<file path="src/rtl/vc_fifo.sv">
// vc_fifo: router input buffer with NUM_VC independent circular FIFOs behind one write port and one read port.
// Output data is registered, with a one-cycle read latency. Per-VC flags are decoded from registered counts.
module vc_fifo #(
  parameter int DATA_W = 8,
  parameter int DEPTH = 16,
  parameter int NUM_VC = 4,
  parameter int AF_LEVEL = DEPTH - 2,
  localparam int VC_W = NUM_VC > 1 ? $clog2(NUM_VC) : 1,
  localparam int CNT_W = $clog2(DEPTH) + 1
) (
  input  logic                    clk,
  input  logic                    reset,
  input  logic [DATA_W-1:0]       in,
  input  logic                    wr_en,
  input  logic [VC_W-1:0]         wr_vc,
  input  logic                    rd_en,
  input  logic [VC_W-1:0]         rd_vc,
  output logic [DATA_W-1:0]       out,
  output logic                    out_valid,
  output logic [VC_W-1:0]         out_vc,
  output logic [NUM_VC-1:0]       empty,
  output logic [NUM_VC-1:0]       full,
  output logic [NUM_VC-1:0]       almost_full,
  output logic [NUM_VC*CNT_W-1:0] count,
  output logic                    overflow,
  output logic                    underflow
);
  localparam int AW = $clog2(DEPTH);
  logic [DATA_W-1:0] mem_q [NUM_VC][DEPTH];
  logic [AW-1:0] wptr_q [NUM_VC];
  logic [AW-1:0] wptr_d [NUM_VC];
  logic [AW-1:0] rptr_q [NUM_VC];
  logic [AW-1:0] rptr_d [NUM_VC];
  logic [CNT_W-1:0] cnt_q [NUM_VC];
  logic [CNT_W-1:0] cnt_d [NUM_VC];
  logic [DATA_W-1:0] out_q, out_d;
  logic [VC_W-1:0] out_vc_q, out_vc_d;
  logic out_valid_q, out_valid_d, overflow_q, overflow_d, underflow_q, underflow_d;
  logic wr_ok, rd_ok;
  always_comb begin
    wr_ok = wr_en && (32'(wr_vc) < NUM_VC) && !full[wr_vc];
    rd_ok = rd_en && (32'(rd_vc) < NUM_VC) && !empty[rd_vc];
    for (int v = 0; v < NUM_VC; v++) begin
      wptr_d[v] = wptr_q[v] + AW'(wr_ok && wr_vc == VC_W'(v));
      rptr_d[v] = rptr_q[v] + AW'(rd_ok && rd_vc == VC_W'(v));
      cnt_d[v] = cnt_q[v] + CNT_W'(wr_ok && wr_vc == VC_W'(v)) - CNT_W'(rd_ok && rd_vc == VC_W'(v));
    end
    out_d = rd_ok ? mem_q[rd_vc][rptr_q[rd_vc]] : out_q;
    out_vc_d = rd_ok ? rd_vc : out_vc_q;
    out_valid_d = rd_ok;
    overflow_d = overflow_q | (wr_en & ~wr_ok);
    underflow_d = underflow_q | (rd_en & ~rd_ok);
  end
  always_ff @(posedge clk) begin
    if (!reset) begin
      for (int v = 0; v < NUM_VC; v++) begin
        wptr_q[v] <= '0;
        rptr_q[v] <= '0;
        cnt_q[v] <= '0;
      end
      out_q <= '0;
      out_vc_q <= '0;
      out_valid_q <= 1'b0;
      overflow_q <= 1'b0;
      underflow_q <= 1'b0;
    end else begin
      wptr_q <= wptr_d;
      rptr_q <= rptr_d;
      cnt_q <= cnt_d;
      out_q <= out_d;
      out_vc_q <= out_vc_d;
      out_valid_q <= out_valid_d;
      overflow_q <= overflow_d;
      underflow_q <= underflow_d;
    end
  end
  // Storage is never cleared; reset only rewinds the pointers.
  always_ff @(posedge clk) begin
    if (reset && wr_ok) mem_q[wr_vc][wptr_q[wr_vc]] <= in;
  end
  for (genvar g = 0; g < NUM_VC; g++) begin : g_flags
    assign empty[g] = cnt_q[g] == '0;
    assign full[g] = cnt_q[g] == CNT_W'(DEPTH);
    assign almost_full[g] = cnt_q[g] >= CNT_W'(AF_LEVEL);
    assign count[g*CNT_W +: CNT_W] = cnt_q[g];
  end
  assign out = out_q;
  assign out_vc = out_vc_q;
  assign out_valid = out_valid_q;
  assign overflow = overflow_q;
  assign underflow = underflow_q;
endmodule

</file>
<file path="config.mk">
export PLATFORM = sky130hd
export DESIGN_NAME = vc_fifo
export DESIGN_NICKNAME = d
export VERILOG_FILES = /design/src/rtl/vc_fifo.sv
export SDC_FILE = /design/constraint.sdc
export NUM_CORES = 1
export LEC_CHECK = 0
export ABC_CLOCK_PERIOD_IN_PS = 6500
export BUFFER_PORTS_ARGS = -buffer_cell sky130_fd_sc_hd__buf_4
export CORE_AREA = 2 2 241 171
export CTS_CLUSTER_SIZE = 8
export DETAILED_ROUTE_END_ITERATION = 16
export DIE_AREA = 0 0 243 173
export PLACE_DENSITY_LB_ADDON = 0.15
export SYNTH_ARGS = -nofsm -noshare
export SYNTH_HDL_FRONTEND = slang
export SYNTH_SLANG_ARGS = --single-unit
</file>
<file path="constraint.sdc">
create_clock -name clk -period 6.5 [get_ports clk]
set_clock_uncertainty 0.05 [all_clocks]
set_input_delay 0.65 -clock clk [delete_from_list [all_inputs] [get_ports clk]]
set_output_delay 0.65 -clock clk [all_outputs]
set_load 0.005 [all_outputs]
</file>
=== After elaboration in Yosys (flattened, before gate mapping) ===
Memory sizes are Yosys's and may differ from the RTL's.
Index checks and enable logic that the tools add are counted.
W data, S select, Z words.

* Memories: 1
* Word-level logic and storage cells: 102
* Register bits after elaboration: 65
* Input port bits: 16
* RAM bits: 512
* Output and inout port bits: 45

{| class="wikitable"
|+ Memories
! name !! depth !! bits a word !! read ports !! clocked after memory_dff !! wr ports !! line !! source
|-
| mem_q || 4 || 128 || 1 || 0 || 1 || 29 || <nowiki>logic [DATA_W-1:0] mem_q [NUM_VC][DEPTH];</nowiki>
|}

* Multiplexer cells: 17
* Equality and inequality tests: 10
* $add $sub $neg: 16
* Bitwise logic cells: 10
* Reductions and logical operators: 20
* Order comparisons: 11

{| class="wikitable"
|+ Operators by type and width
! kind !! number
|-
| $mux W128 || 1
|-
| $add A4 B1 Y4 || 8
|-
| $bmux W8 S4 || 1
|-
| $demux W8 S4 || 1
|-
| $mux W8 || 3
|-
| $add A5 B1 Y5 || 4
|-
| $eq A5 B5 Y1 const B || 4
|-
| $ge A5 B4 Y1 const B || 4
|-
| $logic_not A5 Y1 || 4
|-
| $sub A5 B1 Y5 || 4
|-
| $bmux W4 S2 || 2
|-
| $mux W4 || 4
|-
| $logic_and A1 B1 Y1 || 12
|-
| $ge A5 B5 Y1 const B || 2
|-
| $not A4 Y5 || 2
|-
| $eq A2 B2 Y1 const B || 4
|-
| $ge A3 B3 Y1 const B || 2
|-
| $lt A2 B3 Y1 const B || 2
|-
| $not A2 Y3 || 2
|-
| $lt A5 B1 Y1 const B || 1
|-
| $bmux W1 S2 || 2
|-
| $eq A2 B1 Y1 const B || 2
|-
| $logic_not A2 Y1 || 2
|-
| $mux W1 || 3
|-
| other kinds (4) || 8
|}

=== Depth between registers and ports, before layout ===
Gate-level depths: netlist of the first run.

* Word-level depth: 10
* Mapped depth: 16
* Gate-level depth less buffers: 16

=== Worst setup path after synthesis of the first run ===
Ideal clock, no wire load.

* Kind: input to register
* Start: input wr_vc[1]
* End: register cnt_q (netlist bit count[4])
* Slack: 3.124 ns
* Library setup time: 0.128 ns
* Required time: 6.322 ns
* Buffers on the path: 1
* Arrival: 3.198 ns
* Cell stages on the path: 14
* Cells stage by stage: clkbuf_1 -> and2_1 -> a22o_1 -> a211oi_1 -> nand3_1 -> ha_1 -> inv_1 -> ha_1 -> fa_1 -> a21oi_1 -> nor2_1 -> nor2_1 -> xor2_1 -> nor2_1

* Cells in the longest elaborated chain, start to end: 7
* Elaborated cells on any way between the ends: 8
* Those cells by class: 2 x add/sub; 2 x mux; 4 x reduce/logical

{| class="wikitable"
|+ RTL lines
! what !! line !! source
|-
| start, declared || 15 || <nowiki>input logic [VC_W-1:0] wr_vc,</nowiki>
|-
| $bmux W1 S2 || 41 || <nowiki>wr_ok = wr_en && (32'(wr_vc) < NUM_VC) && !full[wr_vc];</nowiki>
|-
| $mux W1 (implied by the code) || 41 ||
|-
| $logic_not A1 Y1 || 41 ||
|-
| $logic_and A1 B1 Y1 || 41 ||
|-
| $logic_and A1 B1 Y1 * || 46 || <nowiki>cnt_d[v] = cnt_q[v] + CNT_W'(wr_ok && wr_vc == VC_W'(v)) - CNT_W'(rd_ok && rd_vc == VC_W'(v));</nowiki>
|-
| $add A5 B1 Y5 * || 46 ||
|-
| $sub A5 B1 Y5 * || 46 ||
|-
| end signal, assigned || 69 || <nowiki>cnt_q <= cnt_d;</nowiki>
|-
| end, declared || 34 || <nowiki>logic [CNT_W-1:0] cnt_q [NUM_VC];</nowiki>
|}

Every way passes the cells marked *; elsewhere a longest branch is shown, timed or not. The select of a mux whose other input is x is not followed.
A chain may end at the register's enable or synchronous reset.

=== Worst setup path after layout of the first run ===
* Start: register cnt_q (netlist bit count[12])
* End: register cnt_q (netlist bit count[4])

* Cells in the longest elaborated chain, start to end: 8
* Elaborated cells on any way between the ends: 14
* Those cells by class: 2 x add/sub; 1 x eq/ne; 4 x mux; 7 x reduce/logical

{| class="wikitable"
|+ RTL lines
! what !! line !! source
|-
| $eq A5 B5 Y1 || 83 || <nowiki>assign full[g] = cnt_q[g] == CNT_W'(DEPTH);</nowiki>
|-
| $bmux W1 S2 || 41 ||
|-
| $mux W1 (implied by the code) || 41 ||
|-
| $logic_not A1 Y1 || 41 ||
|-
| $logic_and A1 B1 Y1 || 41 ||
|-
| $logic_and A1 B1 Y1 || 46 ||
|-
| $add A5 B1 Y5 || 46 ||
|-
| $sub A5 B1 Y5 * || 46 ||
|}

Marked as above.

==> metrics, run 1 <==
antenna diode instance count 0; number of flops mapped to enable cells by yosys between 500 and 600; largest family of logic cells by synthesized area multiplexers; count of H-tree levels built during CTS 3; highest clock frequency the design can meet roughly 270 MHz; maximum fanout count along the critical path 5; dominant cell by count in the synthesized netlist sky130_fd_sc_hd__edfxtp_1; synthesized-area fraction occupied by ao, oa, aoi and oai cells under 10%; result of the run finished, final reports clean; final routed wirelength across all metal layers 49.9 mm; DRT met1 WL around 22 mm; Vias per Instance between 6 and 7; flip-flop and latch count after synthesis approximately 580; HPWL after DPL roughly 30 mm; DRT Pass-1 Iters 5; wire length of the first global-routing pass between 70 and 80 mm; CTS root buffer sky130_fd_sc_hd__clkbuf_16; core region area 39500 um^2; adder and majority cell fraction of the synthesized area roughly 3.1%; Max-Slew Margin vs Limit around a fifth; number of warnings reported in the yosys synthesis log 0; detailed router's first-iteration violation count roughly 1300; top layer reached by signal wires met4; fill cell total of the finished layout about 2600; aggregate negative setup slack 0 ps; post-synthesis instance total roughly 1200; All-Layer GR Usage approximately 24%; share of Yosys cell area claimed by the top area cell type about 65%; clock buffers created by TritonCTS 82; Distinct cells, synth just over 40; cell area after synthesis 23600 um^2; io pins 61; number of antenna violations at the first check in global routing 0; maximum buffer depth of the clock tree 3; area enclosed by the die boundary between 40000 and 50000 um^2; vias after detailed routing roughly 12000; share of cell area taken by muxes after synthesis 16.9%; post-synthesis cell type with the largest combined area sky130_fd_sc_hd__edfxtp_1; xor and xnor area share after synthesis 1.04%; primary flip-flop cell chosen by synthesis mapping sky130_fd_sc_hd__edfxtp_1; classification of the worst-slack hold path in -> reg; unrepaired setup endpoints after global routing no; CTS tree done; number of I/O port buffers 60; leakage approximately 8.9 nW; CTS resizes 0; portion of the clock cycle consumed by the worst path in the final layout 58.0%; die width about 240 um; cell area power density 339 nW/um^2; number of placement rows slightly above 60; hold buffer count at CTS 0; maximum number of pins on one net before global-route repair between 70 and 80; part of the Yosys area used for sequential elements between 70% and 80%; CP required about 6900 ps; Post-route DRC 0; asr flop ratio synth 0%; Post-CTS Setup Repair Bufs 0; sum of internal, switching and leakage power between 0.009 and 0.01 W; Clock Sinks just under 600; worst-margin pin slew 1180 ps; top cells by area, synth sky130_fd_sc_hd__edfxtp_1 (65%), sky130_fd_sc_hd__mux4_2 (13%), sky130_fd_sc_hd__dfxtp_1 (5.5%), sky130_fd_sc_hd__mux2i_1 (3.9%), sky130_fd_sc_hd__ha_1 (2.8%); core occupancy in the finished layout 67.7%; Setup Crit Path Kind reg -> reg; clock latency reported for the late side of the worst-skew pair 590 ps; critical path startpoint category register; total met3 wirelength after detailed routing approximately 4.5 mm; number of nets with antenna violations after routing 0; largest vdd supply drop between 200 and 300 uV; max-cap viol count 0; initial standard-cell utilization of the core roughly 60%; Die H approximately 170 um; most frequent cells after synthesis sky130_fd_sc_hd__edfxtp_1 (512), sky130_fd_sc_hd__mux4_2 (137), sky130_fd_sc_hd__nor2_1 (106); detail-routed net length per standard cell between 20 and 30 um; synthesized netlist net count roughly 1300; simple-gate share of the synthesized area between 4 and 5%; Avg Cell Area, Syn approximately 19 um^2; type of element capturing the critical path register; Final Setup Violations 0; arrival time at the worst endpoint 4170 ps; number of nets in the final layout ~1400; ratio of cells with drive above 1 in the final layout between 20% and 30%; Layout area overhead 13.4%; gpl congestion approximately 0.8; final hold violation count 0; Clk pin slew, worst setup/hold paths ~50 ps; final period demand of the worst path 3770 ps; via count of the first global-routing pass 11900; met2 wire length 22.4 mm; remaining global-route overflow 0; max-slew violation count 0
metal layers:
layer,vias to the layer above,GRT usage [%]
li1,5141,-
met1,6077,38.1
met2,511,35.2
met3,76,6.02
met4,0,6.06
met5,-,0
layout by cell type (no fill, tap or decap), types with 2 or more instances in the layout:
master,n
sky130_fd_sc_hd__a21o_1,4
sky130_fd_sc_hd__a21oi_1,13
sky130_fd_sc_hd__a22o_1,2
sky130_fd_sc_hd__a22oi_1,10
sky130_fd_sc_hd__a22oi_2,7
sky130_fd_sc_hd__and2_1,28
sky130_fd_sc_hd__and3_1,2
sky130_fd_sc_hd__buf_4,66
sky130_fd_sc_hd__clkbuf_1,45
sky130_fd_sc_hd__clkbuf_16,84
sky130_fd_sc_hd__clkinv_8,3
sky130_fd_sc_hd__dfxtp_1,65
sky130_fd_sc_hd__edfxtp_1,512
sky130_fd_sc_hd__fa_1,4
sky130_fd_sc_hd__ha_1,52
sky130_fd_sc_hd__inv_1,32
sky130_fd_sc_hd__inv_6,2
sky130_fd_sc_hd__mux2i_1,91
sky130_fd_sc_hd__mux4_2,137
sky130_fd_sc_hd__nand2_1,24
sky130_fd_sc_hd__nand2b_1,2
sky130_fd_sc_hd__nand3_1,29
sky130_fd_sc_hd__nand3b_1,3
sky130_fd_sc_hd__nor2_1,106
sky130_fd_sc_hd__nor2b_1,10
sky130_fd_sc_hd__nor4b_2,5
sky130_fd_sc_hd__nor4bb_1,3
sky130_fd_sc_hd__o21ai_0,2
sky130_fd_sc_hd__o221ai_1,7
sky130_fd_sc_hd__xnor2_1,16
sky130_fd_sc_hd__xor2_1,12
sequential cells by signal, summed over array words and instances (netlist names):
name / cells
mem_q: 512
count: 20
rptr_q: 16
wptr_q: 16
out: 8
out_vc: 2
out_valid: 1
overflow: 1
underflow: 1
kinds of logic after synthesis:
logic type	after synthesis
compound gates	51
xor+xnor	28
fa+ha+maj	56
buf+inv	92
flops	577
mux	228
simple gates	216
critical path: stages (launching register included):
cell and delay [ps]:
sky130_fd_sc_hd__dfxtp_1 420, sky130_fd_sc_hd__inv_1 100, sky130_fd_sc_hd__ha_1 210, sky130_fd_sc_hd__nor4bb_1 140, sky130_fd_sc_hd__a22o_1 290, sky130_fd_sc_hd__a211oi_1 530
sky130_fd_sc_hd__nand3_1 330, sky130_fd_sc_hd__ha_1 380, sky130_fd_sc_hd__inv_1 40, sky130_fd_sc_hd__ha_1 200, sky130_fd_sc_hd__fa_1 440, sky130_fd_sc_hd__a21oi_1 150
sky130_fd_sc_hd__nor2_1 50, sky130_fd_sc_hd__nor2_1 100, sky130_fd_sc_hd__xor2_1 150, sky130_fd_sc_hd__nor2_1 50
path summary, 6_finish.rpt:
path	from	endpoint	slack, ps	depth (start not counted)
min	rd_en	underflow	280	3
max	count[12]	count[4]	2730	15
min reg2reg	overflow	overflow	410	1
max reg2reg	count[12]	count[4]	2730	15
final cells by class:
type / instances / area (um^2) / area share, %
multi-input cells: 579 / 6450 / 24.1
clock inverters: 6 / 75.1 / 0.280
clock buffers: 129 / 2270 / 8.48
inverters: 32 / 120 / 0.449
flip-flops and latches: 577 / 16700 / 62.3
repair buffers: 68 / 520 / 1.94
well taps: 535 / 669 / 2.50
stage by stage:
step	area (um^2)	std cells	hold WS, ps	setup WS, ps
after floorplan	23600	1248	407	3120
after global placement	24400	1791	397	2460
after detailed placement	24400	1791	408	2460
after CTS	26800	1926	265	2730
after global routing	26800	1926	297	2420
final	26800	1926	279	2730
where the power goes:
group | switching, W | internal (W) | total (W) | leakage, nW
logic | 0.000544 | 0.000473 | 0.00102 | 2.60
registers | 0.0000895 | 0.00412 | 0.00421 | 5.13
clock network | 0.00149 | 0.00237 | 0.00386 | 1.12
No activity file was read; power rests on OpenSTA's default activity.
==> run 2, diff against run 1 <==
Settings changed: ABC_CLOCK_PERIOD_IN_PS 6500 to 3140, CORE_AREA 2 2 241 171 to 2 2 249 177, DIE_AREA 0 0 243 173 to 0 0 251 179.
Clock period 6.5 ns to 3.14 ns, I/O delays scaled along.
==> run 2 against run 1 <==
Worst hold slack worse by 200 ps. Clock-buffer cell count down 15. Worst setup slack worse by 2600 ps. Final cell count up 6.2%. Core utilization down 2.8 points. Routed wire length up 1.3%. Critical path type unchanged.
==> metrics, run 2 (synthesis gave the netlist of run 1 again) <==
switching part of the total 23.4% (was 23.3%); detailed router's first-iteration violation count 1118 (was 1268); remaining global-route overflow 0 (unchanged); clock buffers created by TritonCTS 82 (unchanged); detail-routed net length per standard cell 24.7 um (was 25.9 um); io pins 61 (unchanged); startpoint of the most critical register-to-register path count[2] (was count[12]); CP Buf/Inv Count 5 (was 2); cell chain of the critical path inv_1 > ha_1 > nor4b_2 > a211oi_2 > buf_4 > nand3_4 > ha_4 > inv_2 > ha_2 > inv_2 > fa_2 > inv_1 > a21oi_1 > o21bai_1 > xnor2_1 > nor2_1 (was inv_1 > ha_1 > nor4bb_1 > a22o_1 > a211oi_1 > nand3_1 > ha_1 > inv_1 > ha_1 > fa_1 > a21oi_1 > nor2_1 > nor2_1 > xor2_1 > nor2_1); wire length of the first global-routing pass 76.2 mm (was 75.9 mm); gpl congestion 0.792 (was 0.783); type of element capturing the critical path register (unchanged); antenna diode instance count 0 (unchanged); cell area power density 687 nW/um^2 (was 339 nW/um^2); Layout area overhead 18.2% (was 13.4%); number of antenna violations at the first check in global routing 0 (unchanged); Max-Slew Margin vs Limit 28.4% (was 21.3%); final routed wirelength across all metal layers 50.6 mm (was 49.9 mm); largest stage delay on the critical path 520 ps (was 530 ps); number of I/O port buffers 60 (unchanged); initial standard-cell utilization of the core 55.0% (was 59.7%); CTS tree done (unchanged); Post-route DRC 0 (unchanged); highest-delay cell along the critical path sky130_fd_sc_hd__nor4b_2 (was sky130_fd_sc_hd__a211oi_1); number of nets with antenna violations after routing 0 (unchanged); HPWL after DPL 30.9 mm (was 29.9 mm); All-Layer GR Usage 23.2% (was 24.5%); Vias per Instance 5.88 (was 6.13); max-slew violation count 0 (unchanged); arrival time at the worst endpoint 3460 ps (was 4170 ps); classification of the worst-slack hold path in -> reg (unchanged); maximum fanout count along the critical path 4 (was 5); Clk pin slew, worst setup/hold paths 50 ps (about the same); final non-filler cell total 2046 (was 1926); result of the run finished, final reports clean (unchanged); number of placement rows 64 (was 61); area enclosed by the die boundary 44900 um^2 (was 42000 um^2); maximum buffer depth of the clock tree 3 (unchanged); critical path startpoint category register (unchanged); fill cell total of the finished layout 2916 (was 2620); portion of the clock cycle consumed by the worst path in the final layout 96.8% (was 58.0%); proportion of power drawn by combinational gates 13.4% (was 11.2%); total net switching power 0.00448 W (was 0.00212 W); Cell Count Post-Placement 1921 (was 1791); Setup WS post-layout 99.9 ps (was 2730 ps); Die H 179 um (was 173 um); DRT Pass-1 Iters 5 (unchanged); clock group share of total power 41.2% (was 42.5%); maximum number of pins on one net before global-route repair 65 (was 77); largest vdd supply drop 474 uV (was 256 uV); Final Setup Violations 0 (unchanged); highest-count cells in the layout ignoring fill and taps sky130_fd_sc_hd__edfxtp_1 (512), sky130_fd_sc_hd__buf_4 (167), sky130_fd_sc_hd__mux4_2 (137) (was sky130_fd_sc_hd__edfxtp_1 (512), sky130_fd_sc_hd__mux4_2 (137), sky130_fd_sc_hd__nor2_1 (106)); worst-margin pin slew 1070 ps (was 1180 ps); die width 251 um (was 243 um); final period demand of the worst path 3040 ps (was 3770 ps); CP required 3560 ps (was 6900 ps); most common cell after layout, fill and taps aside sky130_fd_sc_hd__edfxtp_1 (unchanged); worst setup slack before clock tree synthesis -26.0 ps (was 2460 ps); launch point of the worst hold path rd_vc[1] (was rd_en); max-cap viol count 0 (unchanged); sequential cell fraction of total power 45.3% (was 46.3%); final hold violation count 0 (unchanged); clock latency reported for the late side of the worst-skew pair 600 ps (was 590 ps); via count of the first global-routing pass 12300 (was 11900); number of nets in the final layout 1521 (was 1412); worst reg2reg setup slack 100 ps (was 2730 ps); Largest register FFs 512 (unchanged); critical path launch point count[2] (was count[12]); Setup Crit Path Kind reg -> reg (unchanged); vias after detailed routing 12000 (was 11800); leakage 9.46 nW (was 8.86 nW); ratio of cells with drive above 1 in the final layout 30.7% (was 22.5%); Pint 0.0147 W (was 0.00697 W); count of H-tree levels built during CTS 3 (unchanged); core region area 42900 um^2 (was 39500 um^2); highest clock frequency the design can meet 329 MHz (was 265 MHz); CTS root buffer sky130_fd_sc_hd__clkbuf_16 (unchanged); Clock Sinks 577 (unchanged); cell family with most CP delay adder cells (unchanged)
-- run 2: changes by cell type in the layout (fill, tap and decap cells not counted), sizes merged --
cell,previous run,this run
buf,67,176
clkbuf,130,114
dlygate4sd3,0,1
-- run 2: final timing paths --
path	to	cells past startpoint
hold reg to reg	overflow	1
setup reg to reg	count[9]	16
hold / removal	out_vc[1]	3
setup / recovery	count[9]	16
-- run 2: per-stage QoR --
stage          TNS, ps  hold WS, ps  utilization [%]  total power [W]  area (um^2)
6_report             0         81.2             65.0           0.0192        27900
5_1_grt           -142         79.5             65.0           0.0199        27900
4_1_cts              0         34.9             64.4           0.0191        27600
3_5_place_dp     -27.0          405             59.0           0.0112        25300
3_3_place_gp         0          397             59.0           0.0112        25300
2_1_floorplan        0          363                -           0.0101        23600
-- run 2: repair_timing --
action	CTS	global route
pin swaps	1	19
setup endpoints to repair	4	5
hold buffers	1	0
endpoints found under the hold margin	1	0
resized for setup	0	44
setup buffers	0	4
-- run 2: routing by layer --
layer / track usage [%] / share of wire [%]
met5: 0 / 0
met4: 5.73 / 1.5
met3: 5.07 / 7.0
met2: 34.8 / 46
met1: 35.2 / 46
-- run 2: worst reg2reg max path: cells and delay by family, from the launching register on --
family	cells	cell delay, ps
XOR/XNOR	1	130
buffers and inverters	5	430
adder cells (fa/ha/maj)	4	940
AND/OR/NAND/NOR	3	660
AO/OA/AOI/OAI	3	380
flip-flops	1	310
-- run 2: final cells by class --
| class | count | area, um^2 | area share [%] |
|---|---|---|---|
| Tap cell | 561 | 702 | 2.52 |
| Clock buffer | 114 | 2210 | 7.94 |
| Clock inverter | 6 | 75.1 | 0.269 |
| Inverter | 32 | 120 | 0.431 |
| Timing Repair Buffer | 177 | 1430 | 5.13 |
| Sequential cell | 577 | 16700 | 59.8 |
| Multi-Input combinational cell | 579 | 6670 | 23.9 |
-- run 2: power groups by stage --
stage | combinational, W | clock (W) | sequential [W]
after global placement | 0.00238 | 0 | 0.00880
after CTS | 0.00242 | 0.00802 | 0.00866
after global routing | 0.00281 | 0.00835 | 0.00869
after floorplan | 0.00130 | 0 | 0.00882
final | 0.00257 | 0.00790 | 0.00869
after detailed placement | 0.00240 | 0 | 0.00880
==> run 3, diff against run 2 <==
Settings changed: CELL_PAD_IN_SITES_DETAIL_PLACEMENT from default to 1, CELL_PAD_IN_SITES_GLOBAL_PLACEMENT from default to 2, CORE_AREA 2 2 249 177 to 2 2 280 199, DIE_AREA 0 0 251 179 to 0 0 282 201.
==> run 3 against run 2 <==
Critical path type unchanged. Clock power is 1% lower. Highest routed layer unchanged. Power up 0.30%. Worst hold slack worse by 33 ps. Non-clock buffer count rose by 15. Sequential cell count unchanged. Via count is 1.2% higher. Final cell count up 8.9%. Die area up 26%. First-iteration DRC count decreased by 12%. Sequential power about the same. Fmax shrank 0.71%.
==> metrics, run 3 (synthesis gave the netlist of run 1 again) <==
wire length of the first global-routing pass 85.1 mm (was 76.2 mm); number of antenna violations at the first check in global routing 0 (unchanged); Clock Sinks 577 (unchanged); ratio of cells with drive above 1 in the final layout 31.4% (was 30.7%); maximum number of pins on one net before global-route repair 66 (was 65); most common cell after layout, fill and taps aside sky130_fd_sc_hd__edfxtp_1 (unchanged); CTS root buffer sky130_fd_sc_hd__clkbuf_16 (unchanged); final routed wirelength across all metal layers 57.1 mm (was 50.6 mm); max-cap viol count 0 (unchanged); Largest register FFs 512 (unchanged); arrival time at the worst endpoint 3490 ps (was 3460 ps); clock buffers created by TritonCTS 82 (unchanged); Hold Path Cell Cnt 3 (unchanged); highest-delay cell along the critical path sky130_fd_sc_hd__fa_2 (was sky130_fd_sc_hd__nor4b_2); largest vdd supply drop 612 uV (was 474 uV); max-slew violation count 0 (unchanged); worst reg-to-reg path cell count 16 (unchanged); detailed router's first-iteration violation count 979 (was 1118); vias after detailed routing 12200 (was 12000); total cell area at the placement stage 25600 um^2 (was 25300 um^2); number of placement rows 72 (was 64); Post-route DRC 0 (unchanged); classification of the worst-slack hold path in -> reg (unchanged); Setup WS post-layout 78.2 ps (was 99.9 ps); Vias per Instance 5.46 (was 5.88); Max-Slew Margin vs Limit 38.7% (was 28.4%); maximum buffer depth of the clock tree 3 (unchanged); worst reg2reg setup slack 80 ps (was 100 ps); gpl congestion 0.741 (was 0.792); final hold violation count 0 (unchanged); die width 282 um (was 251 um); type of element capturing the critical path register (unchanged); critical path startpoint category register (unchanged); number of I/O port buffers 60 (unchanged); count of H-tree levels built during CTS 3 (unchanged); detail-routed net length per standard cell 25.6 um (was 24.7 um); All-Layer GR Usage 20.7% (was 23.2%); remaining global-route overflow 0 (unchanged); worst-margin pin slew 917 ps (was 1070 ps); via count of the first global-routing pass 12800 (was 12300); CTS tree done (unchanged); antenna diode instance count 0 (unchanged); highest clock frequency the design can meet 327 MHz (was 329 MHz); area enclosed by the die boundary 56700 um^2 (was 44900 um^2); io pins 61 (unchanged); Layout area overhead 18.9% (was 18.2%); DRT Pass-1 Iters 5 (unchanged); portion of the clock cycle consumed by the worst path in the final layout 97.5% (was 96.8%); number of nets with antenna violations after routing 0 (unchanged); maximum fanout count along the critical path 4 (unchanged); leakage 9.49 nW (was 9.46 nW); CP required 3570 ps (was 3560 ps); cell area power density 684 nW/um^2 (was 687 nW/um^2); largest stage delay on the critical path 360 ps (was 520 ps); initial standard-cell utilization of the core 43.5% (was 55.0%); Clk pin slew, worst setup/hold paths 60 ps (was 50 ps); clock latency reported for the late side of the worst-skew pair 610 ps (was 600 ps); Die H 201 um (was 179 um); final period demand of the worst path 3060 ps (was 3040 ps); core region area 54300 um^2 (was 42900 um^2); worst setup slack before clock tree synthesis -85.3 ps (was -26.0 ps); Final Setup Violations 0 (unchanged); number of nets in the final layout 1536 (was 1521); cell chain of the critical path inv_2 > ha_4 > nor4bb_4 > a22o_1 > a211oi_2 > buf_4 > nand3_4 > ha_4 > inv_2 > ha_4 > fa_2 > a21oi_2 > nor2_1 > nor2_1 > xor2_1 > nor2_1 (was inv_1 > ha_1 > nor4b_2 > a211oi_2 > buf_4 > nand3_4 > ha_4 > inv_2 > ha_2 > inv_2 > fa_2 > inv_1 > a21oi_1 > o21bai_1 > xnor2_1 > nor2_1); unrepaired setup endpoints after global routing yes; Setup Crit Path Kind reg -> reg (unchanged); result of the run finished, final reports clean (unchanged); HPWL after DPL 35.2 mm (was 30.9 mm); final design instance area without fill 28100 um^2 (was 27900 um^2); highest-count cells in the layout ignoring fill and taps sky130_fd_sc_hd__edfxtp_1 (512), sky130_fd_sc_hd__buf_4 (185), sky130_fd_sc_hd__mux4_2 (136) (was sky130_fd_sc_hd__edfxtp_1 (512), sky130_fd_sc_hd__buf_4 (167), sky130_fd_sc_hd__mux4_2 (137))
==> run 3: cell types whose count changed in the layout (fill, tap and decap cells not counted), sizes merged <==
cell    delta
inv        +1
clkbuf     -9
clkinv     -3
buf       +15
==> run 3: worst paths after layout <==
| kind | startpoint | end |
|---|---|---|
| setup / recovery | count[13] | count[14] |
| hold / removal | rd_vc[1] | out_vc[1] |
| setup reg to reg | count[13] | count[14] |
| hold reg to reg | out[0] | out[0] |
==> run 3: worst max-delay path, delay by kind of cell (launching register included) <==
family | cells | cell delay (ps)
simple gates | 5 | 460
fa+ha+maj | 4 | 960
compound gates | 3 | 670
buf+inv | 3 | 300
flops | 1 | 330
xor+xnor | 1 | 160
==> run 3: repair_timing <==
action                                 4_1_cts  5_1_grt
pin swaps                                    1       18
endpoints found under the hold margin        1        0
resized for setup                            6       37
buffers inserted                             0        5
hold buffers                                 1        0
setup endpoints to repair                    4        5
==> run 3: layout make-up <==
cell class	instances	area [um^2]
Timing Repair Buffer	192	1510
Clock buffer	105	2160
Clock inverter	4	35.0
Multi-Input combinational cell	579	6640
Sequential cell	577	16700
Tap cell	740	926
Inverter	32	120
Fill cell	5011	26300
==> run 3: where the power goes <==
part           internal (W)  total (W)  switching, W
clock               0.00472    0.00780       0.00307
sequential          0.00854    0.00870      0.000158
combinational       0.00137    0.00272       0.00135
total                0.0146     0.0192       0.00458
==> run 3: metrics by stage <==
step	setup TNS (ps)	power, W	std cells	util, %	hold WS [ps]
floorplan	0	0.0101	1248	-	363
global placement	-71.4	0.0113	2114	47.2	397
detailed placement	-236	0.0114	2114	47.2	407
CTS	0	0.0193	2224	51.3	13.3
global route	-148	0.0200	2229	51.7	46.2
finish	0	0.0192	2229	51.7	47.9
==> run 3: metal layers <==
metal	wire, um	part of all wire [%]	global-route usage (%)
met1	28200	49	33.0
met5	0	0	0
met2	24500	43	28.9
met4	1050	1.8	4.81
met3	3330	5.8	4.63
